<file path="src/rtl/ddr2_req_queue.sv">
// ddr2_req_queue: request FIFO and client-port sequencer
// feeding the DDR2 controller one command at a time.
module ddr2_req_queue #(
  parameter int DEPTH  = 4,
  parameter int ADDR_W = 26,
  parameter int DATA_W = 64
) (
  input  logic                     clk,
  input  logic                     rst,
  input  logic                     req_valid,
  input  logic                     req_we,
  input  logic [ADDR_W-1:0]        req_addr,
  input  logic [DATA_W-1:0]        req_wdata,
  output logic                     req_ready,
  output logic                     rsp_valid,
  output logic [DATA_W-1:0]        rsp_data,
  input  logic                     c_rdy,
  input  logic [DATA_W-1:0]        c_data_out,
  output logic [ADDR_W-1:0]        c_addr,
  output logic [DATA_W-1:0]        c_data_in,
  output logic                     c_rd_req,
  output logic                     c_wr_req,
  output logic [$clog2(DEPTH):0]   q_count,
  output logic                     busy
);

  localparam int PW = $clog2(DEPTH);
  localparam logic [PW:0] FULL = (PW+1)'(DEPTH);

  typedef enum logic [1:0] {
    IDLE,
    ISSUE,
    HOLD
  } state_t;

  state_t            state;
  logic              op_we;
  logic [PW-1:0]     wr_ptr;
  logic [PW-1:0]     rd_ptr;
  logic [PW:0]       count;
  logic              mem_we   [DEPTH];
  logic [ADDR_W-1:0] mem_addr [DEPTH];
  logic [DATA_W-1:0] mem_data [DEPTH];
  logic              push;
  logic              pop;
  logic              live;

  // A pop never frees a slot for a same-cycle push.
  assign req_ready = (count != FULL);
  assign push      = req_valid & req_ready;
  assign pop       = (state == IDLE) & (count != '0);
  assign q_count   = count;
  assign busy      = (state != IDLE) | (count != '0);

  // HOLD drops the request as soon as c_rdy returns so the
  // controller cannot accept the same command twice.
  assign live     = (state == ISSUE) | ((state == HOLD) & ~c_rdy);
  assign c_rd_req = live & ~op_we;
  assign c_wr_req = live & op_we;

  // Entry storage; contents are don't-care until written.
  always_ff @(posedge clk) begin
    if (push) begin
      mem_we[wr_ptr]   <= req_we;
      mem_addr[wr_ptr] <= req_addr;
      mem_data[wr_ptr] <= req_wdata;
    end
  end

  // Circular pointers and occupancy.
  always_ff @(posedge clk) begin
    if (rst) begin
      wr_ptr <= '0;
      rd_ptr <= '0;
      count  <= '0;
    end else begin
      if (push) wr_ptr <= wr_ptr + 1'b1;
      if (pop)  rd_ptr <= rd_ptr + 1'b1;
      case ({push, pop})
        2'b10:   count <= count + 1'b1;
        2'b01:   count <= count - 1'b1;
        default: count <= count;
      endcase
    end
  end

  // Command sequencer: pop, issue, hold until completion.
  always_ff @(posedge clk) begin
    if (rst) begin
      state     <= IDLE;
      op_we     <= 1'b0;
      c_addr    <= '0;
      c_data_in <= '0;
      rsp_valid <= 1'b0;
      rsp_data  <= '0;
    end else begin
      rsp_valid <= 1'b0;
      case (state)
        IDLE: begin
          if (pop) begin
            op_we     <= mem_we[rd_ptr];
            c_addr    <= mem_addr[rd_ptr];
            c_data_in <= mem_data[rd_ptr];
            state     <= ISSUE;
          end
        end
        ISSUE: begin
          if (c_rdy) state <= HOLD;
        end
        HOLD: begin
          if (c_rdy) begin
            if (!op_we) begin
              rsp_data  <= c_data_out;
              rsp_valid <= 1'b1;
            end
            state <= IDLE;
          end
        end
        default: state <= IDLE;
      endcase
    end
  end

endmodule

</file>
<file path="config.mk">
export PLATFORM = sky130hd
export DESIGN_NAME = ddr2_req_queue
export DESIGN_NICKNAME = d
export VERILOG_FILES = /design/src/rtl/ddr2_req_queue.sv
export SDC_FILE = /design/constraint.sdc
export NUM_CORES = 1
export LEC_CHECK = 0
export ABC_AREA = 1
export BUFFER_PORTS_ARGS = -buffer_cell sky130_fd_sc_hd__buf_2
export CAP_MARGIN = 40
export CORE_MARGIN = 5
export CORE_UTILIZATION = 61
export CTS_CLUSTER_SIZE = 8
export DETAILED_ROUTE_END_ITERATION = 10
export PLACE_DENSITY = 0.84
export SYNTH_ARGS = -nofsm -noshare
export SYNTH_HDL_FRONTEND = slang
export SYNTH_SLANG_ARGS = --single-unit
</file>
<file path="constraint.sdc">
create_clock -name clk -period 13.3 [get_ports clk]
set_clock_uncertainty 0.1 [all_clocks]
set_input_delay 0.665 -clock clk [delete_from_list [all_inputs] [get_ports clk]]
set_output_delay 0.665 -clock clk [all_outputs]
set_load 0.005 [all_outputs]
</file>
==> summary.md, run 1 <==
| Metric | Value |
|---|---|
| Status | finished clean |
| Clk root buf | clkbuf_16 |
| Synthesized area per cell | 9.21 µm² |
| Gpl congestion | 0.802 |
| Leakage power | 12.3 nW |
| Hold endpoint | mem_addr[1][20] |
| DR WL/cell | 15.9 µm |
| Final wirelength | 50.7 mm |
| Critical Path AT | 3.17 ns |
| Largest net degree at the start of global routing | 110 |
| CTS max path bufs | 3 |
| Hold Buf Count CTS | 0 |
| Period minus WS final | 2.81 ns |
| Total CTS buffers | 76 |
| Area of the mapped netlist | 0.0218 mm² |
| IO Port Bufs | 320 |
| Hold Crit Depth | 1 |
| Worst R2R End | c_data_in[29] |
| 1st-pass router iterations | 5 |
| CP Class | flop to flop |
| Initial DRC count | 1191 |
| Layout fillers | 2354 |
| Post-CTS Setup Inserts | 0 |
| Max Transition Viols Final | 0 |
| Layout area overhead | 18.5% |
| Post-CTS resize count | 0 |
| Nets | 2835 |
| Seq/Total Area, Yosys | 65.4% |
| Worst Hold Class | input pin to flop |
| Startpoint Class | flop |
| Critical path fanouts, max | 79 |
| GRT Util Overall | 25.4% |
| TritonCTS Sinks | 529 |
| Slew @ Worst Pin | 0.908 ns |
| Die height | 199 µm |
| I/O Pins | 321 |
| Sum of negative setup slack | 0 ns |
| Unrepaired setup endpoints after global routing | false |
| Number of standard cells after synthesis | 2362 |
| Min-delay src | req_addr[20] |
| Req. time, crit path | 13.65 ns |
| Worst reg-to-reg setup slack | 10.49 ns |
| Most frequent cells in the layout | nand2_1 (652), inv_1 (469), edfxtp_1 (364) |
| Design area | 0.0258 mm² |
| First-pass GRT wire length | 79.3 mm |
| Highest clock rate | 355 MHz |
| Vias | 16100 |
| Die Width | 199 µm |
| CTS tree | built |
| Final hold vios | 0 |
| Leading cell type in the layout, fill and taps excluded | nand2_1 |
| Remaining DRCs | 0 |
| Worst r2r path cells | 8 |
| Die area | 0.0395 mm² |
| FP Rows | 69 |
| Dpl cell area | 0.0236 mm² |
| Clk Latency, worst-skew pair | 0.58 ns |
| Share of cells above drive strength 1 | 16.0% |
| # setup viols final | 0 |
| Synthesis Warnings | 0 |
| Hpwl dp | 30.6 mm |
| Initial core utilization | 61.5% |
| Peak supply drop | 159 µV |
| Yosys cell types | 19 |
| Yosys reg bits | 529 |
| RR Startpoint | rd_ptr[0] |
| Initial antenna violation count | 17 |
| Critical Path Source | rd_ptr[0] |
| Max-cap violations | 0 |
| Crit. End Element | flop |
| Clock transition at path regs | 0.05 ns |
| CORE AREA | 0.0354 mm² |
| Worst relative slew slack | 39.4% |
| GRT overflow | 0 |
| Number of global-route vias before repair | 16100 |
| Final Cycle Share | 21.2% |
| Routed Antenna Nets | 0 |
| Pwr/cell area | 203 mW/mm² |
| H-tree depth | 3 |
| Syn_nets | 2527 |
| Via density | 5.04 |
==> per-stage QoR <==
step	cells	setup slack [ns]	util [%]	hold slack [ns]	power, mW
5_1_grt	3193	10.38	72.8	0.173	5.55
3_3_place_gp	3046	9.91	66.2	0.359	3.45
6_report	3195	10.49	72.8	0.194	5.23
4_1_cts	3187	10.57	72.8	0.166	5.26
2_1_floorplan	2362	8.05	-	0.368	3.12
3_5_place_dp	3053	10.34	66.6	0.366	3.52
==> final cells by class <==
type / instances / area (µm²) / area share, %
Inverter: 474 / 1790 / 6.94
Clock buffer: 131 / 2140 / 8.30
Antenna cell: 8 / 20.0 / 0.0777
Sequential cell: 529 / 14200 / 55.3
Timing Repair Buffer: 341 / 1850 / 7.19
Clock inverter: 3 / 23.8 / 0.0922
Multi-Input combinational cell: 1248 / 5130 / 19.9
Tap cell: 461 / 577 / 2.24
==> kinds of logic after synthesis <==
family,count (synthesis),share of synthesized area [%]
compound gates,76,1.75
buf+inv,585,11.2
flops,529,65.4
simple gates,1166,21.2
fa+ha+maj,6,0.380
==> registers in the layout (all words and copies together) (netlist names) <==
name / cells
mem_data: 256
mem_addr: 104
c_data_in: 64
rsp_data: 64
c_addr: 26
mem_we: 4
q_count: 3
rd_ptr: 2
state: 2
wr_ptr: 2
op_we: 1
rsp_valid: 1
==> worst max-delay path, cell delays in order (launching register included) <==
cell and delay (ns):
dfxtp_4 0.51, inv_6 0.51, buf_4 0.57, buf_16 0.32, nand2_1 0.14, nand3_1 0.10, nand2_1 0.07, nor2_1 0.19
nor2_1 0.06
==> routing by layer <==
layer,global-route usage [%],wire [µm],vias to the layer above
li1,-,-,7848
met4,10.0,1460,18
met2,45.5,25500,650
met1,29.5,19500,7468
met5,0,115,-
met3,6.06,4150,116
==> worst max-delay path by stage <==
stage / endpoint / slack (ns)
floorplan: mem_addr[0][0] / 8.05
global placement: mem_data[2][16] / 9.91
detailed placement: mem_data[1][27] / 10.34
CTS: mem_addr[3][6] / 10.57
global route: c_data_in[29] / 10.38
finish: c_data_in[29] / 10.49
==> synth_stat cells <==
cell      count  area, µm²
clkbuf_2      1       5.00
nor2_1      321       1200
dfxtp_1     165       3300
nand2_2       1       6.26
ha_1          5       62.6
buf_2        70        350
a21oi_1       9       45.0
fa_1          1       20.0
nor2_2        2       12.5
inv_2         3       11.3
clkbuf_1     12       45.0
nand2_1     653       2450
buf_6        12        135
edfxtp_1    364      10900
inv_1       471       1770
o21ai_0      16       80.1
buf_4        16        120
o21ai_1      51        255
nand3_1     189        946
==> report_power, final <==
part / switching (mW) / leakage (nW) / internal (mW)
Combinational: 0.922 / 6.59 / 0.454
Clock: 0.653 / 1.03 / 1.08
Sequential: 0.121 / 4.69 / 2.00
Note: power is estimated with default switching activity, not from simulation.
==> inputs of run 2 (changes only) <==
--- a/config.mk
+++ b/config.mk
@@ -5,14 +5,14 @@
 export SDC_FILE = /design/constraint.sdc
 export NUM_CORES = 1
 export LEC_CHECK = 0
-export ABC_AREA = 1
+export ABC_AREA = 0
 export BUFFER_PORTS_ARGS = -buffer_cell sky130_fd_sc_hd__buf_2
 export CAP_MARGIN = 40
 export CORE_MARGIN = 5
-export CORE_UTILIZATION = 61
+export CORE_UTILIZATION = 55
 export CTS_CLUSTER_SIZE = 8
 export DETAILED_ROUTE_END_ITERATION = 10
-export PLACE_DENSITY = 0.84
+export PLACE_DENSITY = 0.78
 export SYNTH_ARGS = -nofsm -noshare
 export SYNTH_HDL_FRONTEND = slang
 export SYNTH_SLANG_ARGS = --single-unit
==> constraint.sdc (replaced) <==
create_clock -name clk -period 2.65 [get_ports clk]
set_clock_uncertainty 0.1 [all_clocks]
set_input_delay 0.1325 -clock clk [delete_from_list [all_inputs] [get_ports clk]]
set_output_delay 0.1325 -clock clk [all_outputs]
set_load 0.005 [all_outputs]
==> summary.md, run 2 <==
| Metric | Value |
|---|---|
| Comb pwr share | 19.4% (-6.9 points) |
| Initial DRC count | 692 (-42%) |
| Met1 Usage GRT | 29.3% (-0.20 points) |
| Remaining DRCs | 0 (unchanged) |
| Most frequent cell after synthesis | edfxtp_1 |
| IO Port Bufs | 320 (unchanged) |
| Vias | 11300 (-30%) |
| Yosys cell types | 34 (+15) |
| TritonCTS Sinks | 529 (unchanged) |
| DR WL/cell | 21.9 µm (+38%) |
| Max-cap violations | 0 (unchanged) |
| Highest clock rate | 404 MHz (+14%) |
| CTS max path bufs | 3 (unchanged) |
| Initial core utilization | 55.6% (-5.9 points) |
| Gpl congestion | 0.932 (+16%) |
| Sequential share of power | 44.1% (+3.6 points) |
| Hpwl dp | 24.8 mm (-19%) |
| Via density | 5.51 (+9.3%) |
| Crit. End Element | flop |
| Final Cycle Share | 93.5% (+72 points) |
| Final hold vios | 0 (unchanged) |
| Worst r2r path cells | 8 (unchanged) |
| Worst relative slew slack | 49.6% (+10 points) |
| Final wirelength | 44.9 mm (-11%) |
| Post-synth EDFFs | 364 (unchanged) |
| Unrepaired setup endpoints after global routing | false |
| Clock transition at path regs | 0.05 ns (about the same) |
| Leakage power | 9.12 nW (-26%) |
| Met2 usage | 40.3% (-5.2 points) |
| Sum of negative setup slack | 0 ns (unchanged) |
| Worst R2R End | q_count[2] |
| 1st-pass router iterations | 5 (unchanged) |
| Period minus WS final | 2.48 ns (-0.336 ns) |
| Part of the power in the clock network | 36.5% (+3.4 points) |
| CTS tree | built |
| Total CTS buffers | 76 (unchanged) |
| Leading cell type in the layout, fill and taps excluded | edfxtp_1 |
| First-pass GRT wire length | 69.4 mm (-13%) |
| GRT Util Overall | 23.6% (-1.8 points) |
| Initial antenna violation count | 5 (-12) |
| Largest net degree at the start of global routing | 91 (-17%) |
| Most frequent cells in the layout | edfxtp_1 (364), buf_2 (320), dfxtp_1 (163) |
| Leading post-synthesis cells by cell area | edfxtp_1 (59%), dfxtp_1 (18%), mux4_2 (11%) |
| Largest Register | mem_data |
| Die area | 0.0377 mm² (-4.7%) |
| Area of the mapped netlist | 0.0186 mm² (-14%) |
| Slew @ Worst Pin | 0.757 ns (-0.152 ns) |
| Dpl cell area | 0.0208 mm² (-12%) |
| Number of global-route vias before repair | 12000 (-25%) |
| Most used routing layer | met2 |
| Setup WS post-layout | 0.172 ns (-10.31 ns) |
| Pwr/cell area | 981 mW/mm² (+380%) |
| Dpl ws | 0.234 ns (-10.10 ns) |
| Yosys reg bits | 529 (unchanged) |
| Syn_nets | 1192 (-53%) |
| Critical Path Source | q_count[2] |
| Die Width | 194 µm (-2.4%) |
| Top flop regs | mem_data (256), mem_addr (104) |
| Synthesis Warnings | 0 (unchanged) |
| H-tree depth | 3 (unchanged) |
| Routed Antenna Nets | 0 (unchanged) |
| Post-synth top area share | 58.6% (+8.4 points) |
| Synthesized area per cell | 18.2 µm² (+97%) |
| GRT overflow | 0 (unchanged) |
| Die height | 194 µm (-2.4%) |
| Clk Latency, worst-skew pair | 0.58 ns (about the same) |
| Clk root buf | clkbuf_16 |
| Share of synthesized registers carrying an async set or reset | 0% (unchanged) |
| Layout area overhead | 31.7% |
| Net Switching | 6.38 mW (+280%) |
| Internal | 17.7 mW (+400%) |
| # setup viols final | 0 (unchanged) |
| CP Class | flop to flop |
| Met3 GRT Util | 5.39% (-0.68 points) |
| Nets | 1703 (-40%) |
| Startpoint Class | flop |
| Switching share of power | 26.5% (-6.0 points) |
| Critical Path AT | 2.88 ns (-0.29 ns) |
| FP Rows | 67 (-2.9%) |
| Peak supply drop | 775 µV (+390%) |
| Setup crit end | q_count[2] |
| Post-CTS resize count | 0 (unchanged) |
| Req. time, crit path | 3.06 ns (-10.59 ns) |
| Worst Hold Class | input pin to flop |
| Seq/Total Area, Yosys | 76.3% (+11 points) |
| CORE AREA | 0.0335 mm² (-5.3%) |
| Design area | 0.0246 mm² (-4.7%) |
| Post-synth top cells | edfxtp_1 (364), dfxtp_1 (165), nand2_1 (130), a22o_1 (91), mux4_2 (91) |
| Synth Flop Type | edfxtp_1 |
| Worst reg-to-reg setup slack | 0.17 ns (-10.31 ns) |
| Number of standard cells after synthesis | 1027 (-57%) |
| I/O Pins | 321 (unchanged) |
| Share of cells above drive strength 1 | 33.1% (+17 points) |
| Status | finished clean |
| Critical path fanouts, max | 6 (-92%) |
| Largest register FFs | 256 (unchanged) |
| RR Startpoint | q_count[2] |
| Yosys top cell by area | edfxtp_1 |
| Max Transition Viols Final | 0 (unchanged) |
==> run 2: changes by cell type after synthesis, moves of 91 or more <==
cell and change:
nand3_1 -187, mux4_2 +91, a22o_1 +91, inv_1 -464
nor2_1 -311, nand2_1 -523
==> run 2: cells by family after synthesis <==
group,synth area share (%)
AND/OR/NAND/NOR,3.46
buffers and inverters,2.11
XOR/XNOR,0.0940
AO/OA/AOI/OAI,6.56
multiplexers,11.0
adder cells (fa/ha/maj),0.443
flip-flops,76.3
==> run 2: per-stage QoR <==
stage	hold WS, ns	power [mW]	util, %	instances
6_report	0.214	24.1	73.3	2046
5_1_grt	0.203	25.2	73.3	2046
4_1_cts	0.169	24.3	73.2	2041
3_5_place_dp	0.249	15.3	61.9	1749
3_3_place_gp	0.243	15.1	61.9	1749
2_1_floorplan	0.131	13.5	-	1027
==> run 2: worst min path at each step <==
stage                  startpoint              end  slack, ns  cells past startpoint
finish               req_addr[23]  mem_addr[1][23]       0.21                      2
CTS                 req_wdata[36]  mem_data[0][36]       0.17                      2
global route          req_addr[8]   mem_addr[2][8]       0.20                      2
floorplan             req_addr[0]   mem_addr[0][0]       0.13                      0
global placement    req_wdata[49]  mem_data[0][49]       0.24                      1
detailed placement   req_addr[23]  mem_addr[1][23]       0.25                      1
==> run 2: metal layers <==
metal / share of wire [%] / up-vias
li1: - / 5059
met1: 38 / 5648
met2: 52 / 465
met3: 6.5 / 92
met4: 3.0 / 0
met5: 0 / -
==> run 2: power groups by stage <==
stage	registers (mW)	clock network [mW]	logic, mW
2_1_floorplan	10.6	0	2.88
3_5_place_dp	10.7	0	4.52
5_1_grt	10.7	9.37	5.07
4_1_cts	10.6	8.92	4.73
3_3_place_gp	10.7	0	4.42
6_report	10.6	8.78	4.69
==> run 2: layout make-up <==
| cell class | instances | area [µm²] |
|---|---|---|
| antenna | 5 | 12.5 |
| clock buffer | 125 | 2090 |
| multi-input combinational | 426 | 4060 |
| inverter | 7 | 26.3 |
| timing repair buffer | 498 | 3460 |
| sequential | 529 | 14200 |
| clock inverter | 8 | 111 |
| fill | 1990 | 8970 |
| tap | 448 | 561 |
==> run 2: what timing repair did <==
item                      CTS  global route
setup buffers               0             0
hold endpoints to repair  438             0
hold buffers              159             0
==> run 2: critical path, stage by stage (launching register included) <==
cell and delay, ns:
dfxtp_1 0.40, or3b_2 0.48, nand2_1 0.10, ha_1 0.20, inv_1 0.07, fa_1 0.38
xor2_1 0.17, or3_1 0.34, a21oi_1 0.17
